`src/rtl/repetition_window_ctrl.sv`:
```
// Window controller in front of a fast_repetition engine: feeds fields, waits for the rate to settle, reports per-window results.
// Optional idle-gap timeout is enabled by defining REP_WINDOW_TIMEOUT_EN.
module repetition_window_ctrl #(
    parameter int FIELD_SIZE     = 16,
    parameter int CNT_W          = 16,
    parameter int DRAIN_CYCLES   = 4,
    parameter int TIMEOUT_CYCLES = 256
) (
    input  logic                  sys_clk,
    input  logic                  reset_n,
    input  logic                  enable,
    input  logic [CNT_W-1:0]      window_len,
    input  logic                  in_valid,
    output logic                  in_ready,
    input  logic [FIELD_SIZE-1:0] in_field,
    output logic                  rep_valid,
    output logic                  rep_clear,
    output logic [FIELD_SIZE-1:0] rep_field,
    input  logic [FIELD_SIZE-1:0] rep_rate,
    output logic                  res_valid,
    input  logic                  res_ready,
    output logic [FIELD_SIZE-1:0] res_rate,
    output logic [CNT_W-1:0]      res_count,
    output logic                  res_timeout
);

    localparam int DRAIN_W = (DRAIN_CYCLES < 1) ? 1 : $clog2(DRAIN_CYCLES + 1);

    typedef enum logic [1:0] {
        IDLE   = 2'd0,
        FEED   = 2'd1,
        DRAIN  = 2'd2,
        REPORT = 2'd3
    } state_t;

    state_t             state_r;
    state_t             state_s;
    logic [CNT_W-1:0]   len_r;
    logic [CNT_W-1:0]   count_r;
    logic               first_r;
    logic [DRAIN_W-1:0] drain_r;
    logic               xfer_s;
    logic               last_s;
    logic               idle_hit_s;
    logic               start_win_s;
    logic               go_drain_s;
    logic               timeout_hit_s;
    logic               report_s;

    assign xfer_s = in_valid & in_ready;
    assign last_s = (count_r == (len_r - {{(CNT_W-1){1'b0}}, 1'b1}));

`ifdef REP_WINDOW_TIMEOUT_EN
    localparam int TO_W = (TIMEOUT_CYCLES < 2) ? 1 : $clog2(TIMEOUT_CYCLES + 1);
    logic [TO_W-1:0] idle_r;
    logic            to_r;

    assign idle_hit_s = (count_r != {CNT_W{1'b0}}) && (idle_r >= TO_W'(TIMEOUT_CYCLES - 1));

    // Idle-gap counter for the open window and the sticky timeout flag of that window.
    always_ff @(posedge sys_clk or negedge reset_n) begin
        if (!reset_n) begin
            idle_r <= {TO_W{1'b0}};
            to_r   <= 1'b0;
        end else begin
            if (start_win_s || xfer_s) begin
                idle_r <= {TO_W{1'b0}};
            end else if ((state_r == FEED) && (count_r != {CNT_W{1'b0}})) begin
                idle_r <= idle_r + {{(TO_W-1){1'b0}}, 1'b1};
            end else begin
                idle_r <= idle_r;
            end
            if (start_win_s) begin
                to_r <= 1'b0;
            end else if (timeout_hit_s) begin
                to_r <= 1'b1;
            end else begin
                to_r <= to_r;
            end
        end
    end
`else
    assign idle_hit_s = 1'b0;
`endif

    // Next-state decode and per-cycle control strobes.
    always_comb begin
        state_s       = state_r;
        start_win_s   = 1'b0;
        go_drain_s    = 1'b0;
        timeout_hit_s = 1'b0;
        report_s      = 1'b0;
        case (state_r)
            IDLE: begin
                if (enable) begin
                    state_s     = FEED;
                    start_win_s = 1'b1;
                end else begin
                    state_s = IDLE;
                end
            end
            FEED: begin
                // An accepted field always counts, so enable dropping alongside it still yields a report.
                if (xfer_s) begin
                    if (last_s || !enable) begin
                        state_s    = DRAIN;
                        go_drain_s = 1'b1;
                    end else begin
                        state_s = FEED;
                    end
                end else if (!enable) begin
                    if (count_r == {CNT_W{1'b0}}) begin
                        state_s = IDLE;
                    end else begin
                        state_s    = DRAIN;
                        go_drain_s = 1'b1;
                    end
                end else if (idle_hit_s) begin
                    state_s       = DRAIN;
                    go_drain_s    = 1'b1;
                    timeout_hit_s = 1'b1;
                end else begin
                    state_s = FEED;
                end
            end
            DRAIN: begin
                if (drain_r == {DRAIN_W{1'b0}}) begin
                    state_s  = REPORT;
                    report_s = 1'b1;
                end else begin
                    state_s = DRAIN;
                end
            end
            REPORT: begin
                if (res_ready) begin
                    if (enable) begin
                        state_s     = FEED;
                        start_win_s = 1'b1;
                    end else begin
                        state_s = IDLE;
                    end
                end else begin
                    state_s = REPORT;
                end
            end
            default: begin
                state_s = IDLE;
            end
        endcase
    end

    // State register and the registered in_ready that mirrors FEED.
    always_ff @(posedge sys_clk or negedge reset_n) begin
        if (!reset_n) begin
            state_r  <= IDLE;
            in_ready <= 1'b0;
        end else begin
            state_r  <= state_s;
            in_ready <= (state_s == FEED);
        end
    end

    // Window bookkeeping: latched length, saturating field count, first-field flag, drain timer.
    always_ff @(posedge sys_clk or negedge reset_n) begin
        if (!reset_n) begin
            len_r   <= {CNT_W{1'b0}};
            count_r <= {CNT_W{1'b0}};
            first_r <= 1'b1;
            drain_r <= {DRAIN_W{1'b0}};
        end else begin
            if (start_win_s) begin
                len_r   <= (window_len == {CNT_W{1'b0}}) ? {{(CNT_W-1){1'b0}}, 1'b1} : window_len;
                count_r <= {CNT_W{1'b0}};
                first_r <= 1'b1;
            end else if (xfer_s) begin
                count_r <= (count_r == {CNT_W{1'b1}}) ? count_r : count_r + {{(CNT_W-1){1'b0}}, 1'b1};
                first_r <= 1'b0;
            end else begin
                count_r <= count_r;
                first_r <= first_r;
            end
            if (go_drain_s) begin
                drain_r <= DRAIN_W'(DRAIN_CYCLES);
            end else if ((state_r == DRAIN) && (drain_r != {DRAIN_W{1'b0}})) begin
                drain_r <= drain_r - {{(DRAIN_W-1){1'b0}}, 1'b1};
            end else begin
                drain_r <= drain_r;
            end
        end
    end

    // Registered repetition-engine drive and result holding registers.
    always_ff @(posedge sys_clk or negedge reset_n) begin
        if (!reset_n) begin
            rep_valid   <= 1'b0;
            rep_clear   <= 1'b0;
            rep_field   <= {FIELD_SIZE{1'b0}};
            res_valid   <= 1'b0;
            res_rate    <= {FIELD_SIZE{1'b0}};
            res_count   <= {CNT_W{1'b0}};
            res_timeout <= 1'b0;
        end else begin
            rep_valid <= xfer_s;
            rep_clear <= xfer_s & first_r;
            if (xfer_s) begin
                rep_field <= in_field;
            end else begin
                rep_field <= rep_field;
            end
            if (report_s) begin
                res_valid   <= 1'b1;
                res_rate    <= rep_rate;
                res_count   <= count_r;
`ifdef REP_WINDOW_TIMEOUT_EN
                res_timeout <= to_r;
`else
                res_timeout <= 1'b0;
`endif
            end else if ((state_r == REPORT) && res_ready) begin
                res_valid <= 1'b0;
            end else begin
                res_valid <= res_valid;
            end
        end
    end

endmodule

```
`config.mk`:
```
export PLATFORM = sky130hd
export DESIGN_NAME = repetition_window_ctrl
export DESIGN_NICKNAME = d
export VERILOG_FILES = /design/src/rtl/repetition_window_ctrl.sv
export SDC_FILE = /design/constraint.sdc
export NUM_CORES = 1
export LEC_CHECK = 0
export ABC_AREA = 1
export CORE_UTILIZATION = 54
export CTS_CLUSTER_DIAMETER = 80
export DETAILED_ROUTE_END_ITERATION = 8
export PLACE_DENSITY = 0.85
export SYNTH_ARGS = -nofsm -noshare
export SYNTH_HDL_FRONTEND = slang
export SYNTH_SLANG_ARGS = --single-unit
```
`constraint.sdc`:
```
create_clock -name sys_clk -period 4.35 [get_ports sys_clk]
set_input_delay 0.87 -clock sys_clk [delete_from_list [all_inputs] [get_ports sys_clk]]
set_output_delay 0.87 -clock sys_clk [all_outputs]
set_load 0.05 [all_outputs]
```
==> load_flow_metrics.sql, run 1 <==
INSERT INTO impl_metrics (metric_group, metric, value, unit) VALUES
('synth', 'syn_area', '4474', 'µm²'),
('synth', 'synth_seq_cells', '90', ''),
('detailed_routing', 'initialDrtViolationCount', '265', ''),
('floorplan', 'initial_core_util', '0.5673', ''),
('floorplan', 'die-width', '93.03', 'µm'),
('power', 'vdd_drop_max', '0.4975', 'mV'),
('setup_path', 'worst_setup_path_end_kind', 'register', ''),
('power', 'pd_cells', '726.2', 'nW/µm²'),
('global_routing', 'maximum_number_of_pins_on_one_net_before_global_route_repair', '91', ''),
('detailed_routing', 'num_vias', '3846', ''),
('synth', 'synth_sequential_area_ratio', '0.5036', ''),
('floorplan', 'die_y_extent', '93.03', 'µm'),
('sta', 'timing_max_transition_violations_final', '0', ''),
('clock_tree', 'tritoncts', 'yes', ''),
('sta', 'maxSlewHeadroom', '0.2685', ''),
('clock_tree', 'htree_levels', '3', ''),
('layout', 'final_layout_size_suffix_gt1_frac', '0.1002', ''),
('floorplan', 'num_rows', '32', ''),
('place', 'numPortBuffers', '104', ''),
('setup_path', 'cp_top_delay_family', 'simple AND/OR/NAND/NOR gates', ''),
('sta', 'layout_worst_path_cycle_share', '0.6516', ''),
('place', 'numPlacedInstances', '715', ''),
('min_path', 'timing.hold.worst.start', 'first_r', ''),
('sta', 'tightestPinTransition', '1.097', 'ns'),
('setup_path', 'timing.rr.start', 'state_r[0]', ''),
('global_routing', 'grt-ovfl-total', '0', ''),
('clock_tree', 'numClockSinks', '90', ''),
('job', 'max-cap-violations', '0', ''),
('sta', 'holdWs', '0.4853', 'ns'),
('setup_path', 'worstReg2RegEnd', 'count_r[11]', ''),
('detailed_routing', 'drc', '0', ''),
('detailed_routing', 'detailed_routing_iterations_pass_1', '5', ''),
('layout', 'diodes', '0', ''),
('setup_path', 'crit_path_max_incr_delay', '0.47', 'ns'),
('sta', 'setup_ws', '1.516', 'ns'),
('setup_path', 'worst-setup-path-type', 'input port to register', ''),
('min_path', 'hold_path_class', 'register to register', ''),
('layout', 'layout_common_cells', '171 x sky130_fd_sc_hd__nand2_1, 103 x sky130_fd_sc_hd__clkdlybuf4s50_1, 89 x sky130_fd_sc_hd__dfrtp_1, 48 x sky130_fd_sc_hd__inv_1, 32 x sky130_fd_sc_hd__o21ai_0', ''),
('clock_tree', 'clk_pin_slew', '0.10', 'ns'),
('sta', 'finalClockSkew', '0.01089', 'ns'),
('floorplan', 'die-area', '8654', 'µm²'),
('sta', 'layout_min_cycle_time', '2.834', 'ns'),
('sta', 'setup_repair_after_global_routing_missed_its_margin', 'false', ''),
('global_routing', 'grt_antenna_before_repair', '0', ''),
('clock_tree', 'cts_repair_resize_count', '0', ''),
('sta', 'max_clock_freq', '352.8', 'MHz'),
('setup_path', 'reg2reg_setup_slack', '1.85', 'ns'),
('setup_path', 'worst-path-stages', '13', ''),
('setup_path', 'worst-endpoint-required', '4.65', 'ns'),
('setup_path', 'slowest_stage', 'sky130_fd_sc_hd__clkdlybuf4s50_1', ''),
('power', 'fin_total_pwr', '4.208', 'mW'),
('detailed_routing', 'post_drt_via_cell_ratio', '5.261', ''),
('status', 'status', 'finished clean', ''),
('synth', 'ys.warnings.count', '0', ''),
('setup_path', 'ff2ff_path_depth', '13', ''),
('detailed_routing', 'detail_route.wirelength', '10540', 'µm'),
('synth', 'postSynthCellCount', '524', ''),
('sta', 'finalSetupViolations', '0', ''),
('clock_tree', 'postCtsSetupBuffers', '0', ''),
('sta', 'fin_tns_setup', '0', 'ns'),
('layout', 'finish.cell_count_without_fillers', '731', ''),
('clock_tree', 'cts_buffers', '9', ''),
('setup_path', 'critPathCapture', 'count_r[11]', ''),
('power', 'leakagePower', '2.730', 'nW'),
('place', 'placement.setup.worst_slack', '1.171', 'ns'),
('setup_path', 'crit_path_start', 'res_ready', ''),
('setup_path', 'cp-start-kind', 'input port', ''),
('layout', 'synthToLayoutAreaGrowth', '29.50', '%'),
('detailed_routing', 'routedWlPerCell', '14.42', 'µm'),
('clock_tree', 'clock_root_buffer', 'sky130_fd_sc_hd__clkbuf_8', ''),
('synth', 'mappedNetlistNets', '587', '');
==> stage by stage <==
| stage | utilization | cell area, µm² |
|---|---|---|
| 2_1_floorplan | - | 4474 |
| 4_1_cts | 0.7346 | 5794 |
| 6_report | 0.7346 | 5794 |
| 3_5_place_dp | 0.7080 | 5584 |
| 3_3_place_gp | 0.7080 | 5584 |
| 5_1_grt | 0.7346 | 5794 |
==> worst min path at each step <==
stage | to | slack, ns | cells past startpoint
after global placement | rep_field[9] | 0.46 | 2
after CTS | rep_clear | 0.49 | 2
after detailed placement | rep_field[9] | 0.47 | 2
final | rep_clear | 0.49 | 2
after global routing | rep_clear | 0.50 | 2
after floorplan | rep_clear | 0.47 | 2
==> area by class of cell <==
cell class | instances | area (µm²)
clock buffer | 10 | 137.6
clock inverter | 6 | 72.57
fill | 577 | 2093
inverter | 50 | 187.7
multi-input combinational | 368 | 1969
sequential | 90 | 2253
tap | 102 | 127.6
timing repair buffer | 105 | 1046
==> worst register-to-register path, cell delays in order, from the launching register on <==
cell                      delay, ns
sky130_fd_sc_hd__dfrtp_1       0.39
sky130_fd_sc_hd__inv_1         0.09
sky130_fd_sc_hd__ha_1          0.29
sky130_fd_sc_hd__inv_1         0.09
sky130_fd_sc_hd__nand3_4       0.27
sky130_fd_sc_hd__inv_2         0.42
sky130_fd_sc_hd__o21ai_2       0.19
sky130_fd_sc_hd__nor2_4        0.16
sky130_fd_sc_hd__nand3_2       0.11
sky130_fd_sc_hd__inv_2         0.08
sky130_fd_sc_hd__nand2_2       0.07
sky130_fd_sc_hd__o21ai_1       0.14
sky130_fd_sc_hd__nand2_1       0.06
sky130_fd_sc_hd__nor2_1        0.10
==> Yosys cell counts <==
master | n | area, µm²
sky130_fd_sc_hd__a31oi_1 | 1 | 6.260
sky130_fd_sc_hd__dfstp_2 | 1 | 26.28
sky130_fd_sc_hd__inv_1 | 48 | 180.2
sky130_fd_sc_hd__nor2_2 | 12 | 75.07
sky130_fd_sc_hd__buf_1 | 1 | 3.750
sky130_fd_sc_hd__clkbuf_1 | 10 | 37.54
sky130_fd_sc_hd__nand3b_1 | 1 | 7.510
sky130_fd_sc_hd__a21oi_1 | 11 | 55.05
sky130_fd_sc_hd__a211oi_1 | 1 | 7.510
sky130_fd_sc_hd__nand4_1 | 7 | 43.79
sky130_fd_sc_hd__nand3_4 | 1 | 17.52
sky130_fd_sc_hd__o21a_1 | 1 | 7.510
sky130_fd_sc_hd__buf_4 | 1 | 7.510
sky130_fd_sc_hd__nor4_1 | 7 | 43.79
sky130_fd_sc_hd__xor2_1 | 16 | 140.1
sky130_fd_sc_hd__nor2_4 | 2 | 22.52
sky130_fd_sc_hd__o31ai_1 | 1 | 7.510
sky130_fd_sc_hd__nor2_1 | 31 | 116.4
sky130_fd_sc_hd__nand2_2 | 5 | 31.28
sky130_fd_sc_hd__a21oi_4 | 1 | 16.27
sky130_fd_sc_hd__mux2_2 | 18 | 202.7
sky130_fd_sc_hd__o21ai_1 | 1 | 5.000
sky130_fd_sc_hd__nand2_1 | 171 | 641.9
sky130_fd_sc_hd__dfrtp_1 | 89 | 2227
sky130_fd_sc_hd__buf_2 | 3 | 15.01
sky130_fd_sc_hd__o211ai_1 | 1 | 7.510
sky130_fd_sc_hd__a221oi_1 | 1 | 8.760
sky130_fd_sc_hd__clkbuf_2 | 1 | 5.000
sky130_fd_sc_hd__xnor2_1 | 2 | 17.52
sky130_fd_sc_hd__nand3_2 | 1 | 10.01
sky130_fd_sc_hd__ha_1 | 10 | 125.1
sky130_fd_sc_hd__inv_2 | 2 | 7.510
sky130_fd_sc_hd__a22oi_1 | 1 | 7.510
sky130_fd_sc_hd__conb_1 | 1 | 3.750
sky130_fd_sc_hd__nor3_1 | 9 | 45.04
sky130_fd_sc_hd__o21ai_2 | 1 | 8.760
sky130_fd_sc_hd__xnor3_1 | 1 | 22.52
sky130_fd_sc_hd__o21ai_0 | 32 | 160.2
sky130_fd_sc_hd__nand3_1 | 20 | 100.1
==> state kept, by name (all words and copies together), names as in the netlist, 2 cells and up <==
name / flops
count_r: 16
drain_r: 3
len_r: 16
rep_field: 16
res_count: 16
res_rate: 16
state_r: 2
==> report_power, final <==
part,switching [mW],total (mW),internal (mW)
Sequential,0.236,1.39,1.15
Combinational,1.46,2.22,0.767
Clock,0.313,0.600,0.287
Total,2.00,4.21,2.20
==> routing by layer <==
layer,wire length (µm),share of wire,up-vias,GRT usage
met5,0,0,-,0
met4,161,0.015,0,0.1026
met3,956,0.091,14,0.08049
met2,5091,0.48,143,0.4393
met1,4331,0.41,1824,0.3415
li1,-,-,1865,-
==> cells by family after synthesis <==
group | Yosys count | share of synthesized area
other | 1 | 0.0008381
AOI/OAI and AO/OA | 53 | 0.06656
and+or+nand+nor | 267 | 0.2581
adders and majority gates | 10 | 0.02796
muxes | 18 | 0.04530
buffers and inverters | 66 | 0.05733
DFF | 90 | 0.5036
xor gates and xnor gates | 19 | 0.04027
Power figures use the tool's default switching activity.
==> run 2: changes to the inputs <==
--- a/config.mk
+++ b/config.mk
@@ -6,10 +6,10 @@
 export NUM_CORES = 1
 export LEC_CHECK = 0
 export ABC_AREA = 1
-export CORE_UTILIZATION = 54
+export CORE_UTILIZATION = 50
 export CTS_CLUSTER_DIAMETER = 80
 export DETAILED_ROUTE_END_ITERATION = 8
-export PLACE_DENSITY = 0.85
+export PLACE_DENSITY = 0.79
 export SYNTH_ARGS = -nofsm -noshare
 export SYNTH_HDL_FRONTEND = slang
 export SYNTH_SLANG_ARGS = --single-unit
==> constraint.sdc (replaced) <==
create_clock -name sys_clk -period 2.7 [get_ports sys_clk]
set_input_delay 0.54 -clock sys_clk [delete_from_list [all_inputs] [get_ports sys_clk]]
set_output_delay 0.54 -clock sys_clk [all_outputs]
set_load 0.05 [all_outputs]
==> load_flow_metrics.sql, run 2 (same netlist as run 1, synthesis figures left out) <==
INSERT INTO impl_metrics (metric_group, metric, value, unit) VALUES
('detailed_routing', 'post_drt_via_cell_ratio', '5.159', ''),
('layout', 'mostFrequentLayoutCell', 'sky130_fd_sc_hd__nand2_1', ''),
('detailed_routing', 'routedLengthMet1', '4427', 'µm'),
('sta', 'fin_tns_setup', '0', 'ns'),
('clock_tree', 'postCtsSetupBuffers', '0', ''),
('detailed_routing', 'num_vias', '3838', ''),
('clock_tree', 'numClockSinks', '90', ''),
('sta', 'timing_max_transition_violations_final', '0', ''),
('global_routing', 'maximum_number_of_pins_on_one_net_before_global_route_repair', '45', ''),
('setup_path', 'worst-setup-path-type', 'register to register', ''),
('global_routing', 'grt-ovfl-total', '0', ''),
('sta', 'tightestPinTransition', '0.7233', 'ns'),
('detailed_routing', 'detail_route.wirelength', '10410', 'µm'),
('power', 'leakagePower', '2.769', 'nW'),
('detailed_routing', 'postRouteAntennaNets', '0', ''),
('place', 'numPortBuffers', '104', ''),
('sta', 'setup_repair_after_global_routing_missed_its_margin', 'false', ''),
('power', 'vdd_drop_max', '0.8447', 'mV'),
('place', 'gp_congestion', '0.8666', ''),
('global_routing', 'grt_pass1_wl', '17190', 'µm'),
('clock_tree', 'clock_root_buffer', 'sky130_fd_sc_hd__clkbuf_8', ''),
('place', 'dp_hpwl', '7727', 'µm'),
('layout', 'num-nets-final', '694', ''),
('detailed_routing', 'routedWlPerCell', '13.99', 'µm'),
('detailed_routing', 'routed-wl-met3', '668', 'µm'),
('clock_tree', 'ctsLongestPathBuffers', '2', ''),
('layout', 'final_layout_size_suffix_gt1_frac', '0.1085', ''),
('floorplan', 'die-width', '96.60', 'µm'),
('job', 'max-cap-violations', '0', ''),
('detailed_routing', 'met2RoutedLength', '5220', 'µm'),
('sta', 'layout_worst_path_cycle_share', '0.7855', ''),
('layout', 'final_core_utilization', '0.6765', ''),
('setup_path', 'cp-start-kind', 'register', ''),
('setup_path', 'worst_setup_path_end_kind', 'register', ''),
('setup_path', 'worst-endpoint-required', '2.95', 'ns'),
('layout', 'diodes', '0', ''),
('sta', 'final-hold-violation-count', '0', ''),
('global_routing', 'first_global_vias', '3863', ''),
('setup_path', 'worstPathBufferInverterCount', '1', ''),
('min_path', 'hold_path_class', 'input port to asynchronous set/reset pin', ''),
('status', 'status', 'finished clean', ''),
('global_routing', 'grt_antenna_before_repair', '0', ''),
('setup_path', 'crit_path_max_incr_delay', '0.40', 'ns'),
('sta', 'max_clock_freq', '471.5', 'MHz'),
('clock_tree', 'htree_levels', '3', ''),
('sta', 'layout_min_cycle_time', '2.121', 'ns'),
('setup_path', 'worst-path-max-fanout', '6', ''),
('floorplan', 'num_rows', '34', ''),
('power', 'pd_cells', '1170', 'nW/µm²'),
('sta', 'finalSetupViolations', '0', ''),
('clock_tree', 'cts-hold-fix-buffers', '0', ''),
('setup_path', 'worst_ep_arrival_time', '2.37', 'ns'),
('layout', 'final.fill_count', '720', ''),
('detailed_routing', 'maxUsedRoutingLayer', 'met4', ''),
('detailed_routing', 'initialDrtViolationCount', '196', ''),
('sta', 'maxSlewHeadroom', '0.5173', ''),
('layout', 'synthToLayoutAreaGrowth', '31.21', '%'),
('sta', 'finalClockSkew', '0.01199', 'ns'),
('floorplan', 'core_area', '8678', 'µm²'),
('floorplan', 'die_y_extent', '96.60', 'µm'),
('clock_tree', 'insertion_delay', '0.36', 'ns'),
('detailed_routing', 'detailed_routing_iterations_pass_1', '5', ''),
('clock_tree', 'cts_repair_resize_count', '0', ''),
('floorplan', 'io_pins', '106', ''),
('layout', 'layout_common_cells', '171 x sky130_fd_sc_hd__nand2_1, 103 x sky130_fd_sc_hd__clkdlybuf4s50_1, 89 x sky130_fd_sc_hd__dfrtp_1, 48 x sky130_fd_sc_hd__inv_1, 32 x sky130_fd_sc_hd__o21ai_0', ''),
('clock_tree', 'tritoncts', 'yes', ''),
('setup_path', 'slowest_stage', 'sky130_fd_sc_hd__dfrtp_1', ''),
('global_routing', 'grt.total_usage', '0.2388', ''),
('clock_tree', 'cts_buffers', '9', ''),
('detailed_routing', 'drc', '0', ''),
('floorplan', 'die-area', '9331', 'µm²'),
('floorplan', 'initial_core_util', '0.5156', ''),
('setup_path', 'critical_path_cell_by_cell', 'inv_1, ha_1, nand2_2, nor2_4, nand3_1, nand2_1, nand2_1, nor2_1, nand2_1, nor2_2, nand2_1, nand2_1, nand2_2, a21oi_4, nor2_2', ''),
('setup_path', 'cp_top_delay_family', 'simple AND/OR/NAND/NOR gates', ''),
('setup_path', 'timing.critical_path.mode_cell', 'sky130_fd_sc_hd__nand2_1', ''),
('clock_tree', 'clk_pin_slew', '0.09', 'ns');
[run 2: cell types whose count changed in the layout (fill, tap and decap cells not counted), sizes merged]
cell    delta
buf        +7
clkinv     -1
clkbuf     +1
inv        -1
bufinv     +1
[run 2: final cells by class]
class                   instances  area (µm²)  area share
clock buffers                  11       141.4     0.02408
clock inverters                 5       85.08     0.01449
inverters                      50       187.7     0.03197
multi-input cells             368        1969      0.3355
flip-flops and latches         90        2253      0.3838
well taps                     108       135.1     0.02302
repair buffers                112        1099      0.1871
[run 2: through the flow]
step / power (mW) / hold WS (ns) / area, µm² / setup slack [ns] / cells
4_1_cts: 6.914 / 0.1945 / 5871 / 0.5691 / 744
3_5_place_dp: 5.846 / 0.4692 / 5644 / 0.3720 / 728
6_report: 6.867 / 0.1730 / 5871 / 0.5790 / 744
2_1_floorplan: 4.692 / 0.2444 / 4474 / 0.8877 / 524
3_3_place_gp: 5.740 / 0.4607 / 5644 / 0.4504 / 728
5_1_grt: 7.328 / 0.2185 / 5871 / 0.3472 / 744
[run 2: path summary, 6_finish.rpt]
check / slack (ns) / startpoint / cells after the start / end
min in group sys_clk: 0.49 / rep_field[2] / 2 / rep_field[2]
max: 0.58 / len_r[0] / 15 / in_ready
max in group asynchronous: 1.84 / reset_n / 2 / len_r[8]
min reg2reg: 0.49 / rep_field[2] / 2 / rep_field[2]
min: 0.17 / reset_n / 1 / res_rate[4]
max reg2reg: 0.58 / len_r[0] / 15 / in_ready
[run 2: where the power goes]
part	switching, mW	total [mW]	internal, mW
registers	0.376	2.23	1.85
clock network	0.494	1.05	0.552
logic	2.33	3.59	1.26
[run 2: layer usage]
layer  global-route usage  up-vias
li1                     -     1876
met1               0.2828     1823
met2               0.4214      128
met3              0.07277       11
met4              0.06005        0
met5                    0        -
==> run 3: changes to the inputs <==
==> constraint.sdc (replaced) <==
create_clock -name sys_clk -period 2.09 [get_ports sys_clk]
set_input_delay 0.418 -clock sys_clk [delete_from_list [all_inputs] [get_ports sys_clk]]
set_output_delay 0.418 -clock sys_clk [all_outputs]
set_load 0.05 [all_outputs]
==> load_flow_metrics.sql, run 3 (same netlist as run 1, synthesis figures left out) <==
INSERT INTO impl_metrics (metric_group, metric, value, unit) VALUES
('status', 'status', 'finished, violations left', ''),
('status', 'failed_checks', 'design-rule violations', ''),
('clock_tree', 'cts_buffers', '9', ''),
('place', 'detailed_place.area', '5722', 'µm²'),
('detailed_routing', 'initialDrtViolationCount', '187', ''),
('setup_path', 'worst_setup_path_end_kind', 'register', ''),
('detailed_routing', 'detail_route.wirelength', '10580', 'µm'),
('place', 'gp_congestion', '0.8496', ''),
('clock_tree', 'insertion_delay', '0.36', 'ns'),
('min_path', 'hold_path_class', 'input port to asynchronous set/reset pin', ''),
('global_routing', 'grt.total_usage', '0.2455', ''),
('sta', 'holdWs', '0.008421', 'ns'),
('sta', 'setup_repair_after_global_routing_missed_its_margin', 'true', ''),
('detailed_routing', 'num_vias', '3839', ''),
('power', 'leakagePower', '2.823', 'nW'),
('clock_tree', 'ctsLongestPathBuffers', '2', ''),
('global_routing', 'busiest_layer', 'met2', ''),
('job', 'max-cap-violations', '0', ''),
('layout', 'finish.cell_count_without_fillers', '752', ''),
('sta', 'max_clock_freq', '503.8', 'MHz'),
('floorplan', 'io_pins', '106', ''),
('detailed_routing', 'routedWlPerCell', '14.07', 'µm'),
('setup_path', 'cp-start-kind', 'register', ''),
('sta', 'tightestPinTransition', '0.5706', 'ns'),
('sta', 'layout_min_cycle_time', '1.985', 'ns'),
('place', 'numPlacedInstances', '735', ''),
('floorplan', 'initial_core_util', '0.5156', ''),
('global_routing', 'grtUsageMet3', '0.06808', ''),
('power', 'pd_cells', '1492', 'nW/µm²'),
('layout', 'synthToLayoutAreaGrowth', '33.64', '%'),
('sta', 'setup_ws', '0.1050', 'ns'),
('detailed_routing', 'postRouteAntennaNets', '0', ''),
('sta', 'layout_worst_path_cycle_share', '0.9498', ''),
('layout', 'num-nets-final', '702', ''),
('power', 'power.combinational.fraction', '0.538', ''),
('detailed_routing', 'drc', '1', ''),
('clock_tree', 'clk_pin_slew', '0.10', 'ns'),
('global_routing', 'grt_pass1_wl', '17560', 'µm'),
('power', 'seqPwrFrac', '0.323', ''),
('sta', 'timing_max_transition_violations_final', '0', ''),
('floorplan', 'num_rows', '34', ''),
('global_routing', 'groute.layer.met2.usage', '0.4302', ''),
('power', 'power.share.clock', '0.139', ''),
('floorplan', 'die-area', '9331', 'µm²'),
('layout', 'finalInstanceArea', '5979', 'µm²'),
('detailed_routing', 'post_drt_via_cell_ratio', '5.105', ''),
('sta', 'finalClockSkew', '0.009377', 'ns'),
('clock_tree', 'tritoncts', 'yes', ''),
('sta', 'fin_tns_setup', '0', 'ns'),
('global_routing', 'grt_antenna_before_repair', '0', ''),
('detailed_routing', 'detailed_routing_iterations_pass_1', '9', ''),
('power', 'power_report.internal_total', '4.690', 'mW'),
('global_routing', 'first_global_vias', '3893', ''),
('clock_tree', 'clock_root_buffer', 'sky130_fd_sc_hd__clkbuf_8', ''),
('layout', 'diodes', '0', ''),
('clock_tree', 'cts-hold-fix-buffers', '0', ''),
('clock_tree', 'htree_levels', '3', ''),
('clock_tree', 'numClockSinks', '90', ''),
('power', 'net-switching-power', '4.231', 'mW'),
('global_routing', 'grt-ovfl-total', '0', ''),
('power', 'vdd_drop_max', '1.051', 'mV'),
('setup_path', 'worst_ep_arrival_time', '2.25', 'ns'),
('sta', 'finalSetupViolations', '0', ''),
('layout', 'layout_common_cells', '170 x sky130_fd_sc_hd__nand2_1, 103 x sky130_fd_sc_hd__clkdlybuf4s50_1, 89 x sky130_fd_sc_hd__dfrtp_1, 43 x sky130_fd_sc_hd__inv_1, 32 x sky130_fd_sc_hd__o21ai_0', ''),
('setup_path', 'worst-endpoint-required', '2.35', 'ns'),
('global_routing', 'grt_util_met1', '0.2996', ''),
('global_routing', 'maximum_number_of_pins_on_one_net_before_global_route_repair', '35', ''),
('sta', 'final-hold-violation-count', '0', ''),
('floorplan', 'core_area', '8678', 'µm²'),
('floorplan', 'die_y_extent', '96.60', 'µm'),
('layout', 'final.fill_count', '707', ''),
('layout', 'mostFrequentLayoutCell', 'sky130_fd_sc_hd__nand2_1', ''),
('place', 'numPortBuffers', '104', ''),
('floorplan', 'die-width', '96.60', 'µm'),
('layout', 'final_layout_size_suffix_gt1_frac', '0.1366', ''),
('place', 'placement.setup.worst_slack', '-0.04820', 'ns'),
('power', 'power.switching_fraction', '0.4743', ''),
('setup_path', 'worst-setup-path-type', 'register to register', ''),
('sta', 'maxSlewHeadroom', '0.6167', ''),
('setup_path', 'worst-path-max-fanout', '5', ''),
('place', 'dp_hpwl', '7764', 'µm');
run 3: cell count changes in the layout (fill, tap and decap cells not counted), sizes merged:
cell,change
buf,+8
clkbuf,-2
inv,+2
bufinv,-1
clkinv,+1
run 3: final cells by class:
type | instances | area [µm²] | share of cell area
clock buffers | 9 | 123.9 | 0.02072
clock inverters | 7 | 76.32 | 0.01276
inverters | 50 | 187.7 | 0.03139
multi-input cells | 368 | 2019 | 0.3377
flip-flops and latches | 90 | 2253 | 0.3769
well taps | 108 | 135.1 | 0.02260
repair buffers | 120 | 1184 | 0.1980
run 3: worst paths after layout:
path | startpoint | endpoint | slack, ns | cells after the start
worst max-delay path | state_r[0] | count_r[4] | 0.10 | 9
worst min-delay path | reset_n | res_count[5] | 0.008 | 1
worst max register to register | state_r[0] | count_r[4] | 0.10 | 9
worst min register to register | rep_field[0] | rep_field[0] | 0.49 | 2
max in group asynchronous | reset_n | len_r[10] | 1.50 | 2
min in group sys_clk | rep_field[0] | rep_field[0] | 0.49 | 2
run 3: worst max-delay path, stage by stage (launching register included):
cell                       delay, ns
sky130_fd_sc_hd__dfrtp_1        0.40
sky130_fd_sc_hd__inv_2          0.07
sky130_fd_sc_hd__ha_1           0.31
sky130_fd_sc_hd__inv_2          0.09
sky130_fd_sc_hd__nand3_4        0.10
sky130_fd_sc_hd__nand4_1        0.16
sky130_fd_sc_hd__o21ai_4        0.12
sky130_fd_sc_hd__nor3_1         0.30
sky130_fd_sc_hd__nand2_1        0.10
sky130_fd_sc_hd__a221oi_1       0.25
run 3: routing by layer:
layer / part of all wire / up-vias
met3: 0.063 / 17
li1: - / 1894
met4: 0.015 / 0
met5: 0 / -
met1: 0.43 / 1815
met2: 0.50 / 113
run 3: timing repair:
item,in CTS,in global routing
endpoints found under the setup margin,0,11
gates resized for setup,0,16
buffers inserted,0,1
run 3: through the flow:
step	util	total power, mW
global route	0.6890	9.524
finish	0.6890	8.921
detailed placement	0.6593	7.603
CTS	0.6824	8.868
global placement	0.6593	7.469
floorplan	-	6.061
run 3: power by group through the flow:
stage                     logic (mW)  clock network (mW)  registers [mW]
final                           4.80                1.24            2.88
after global routing            5.24                1.32            2.97
after CTS                       4.73                1.26            2.88
after detailed placement        4.70                   0            2.91
after global placement          4.60                   0            2.87
after floorplan                 1.85                   0            4.21
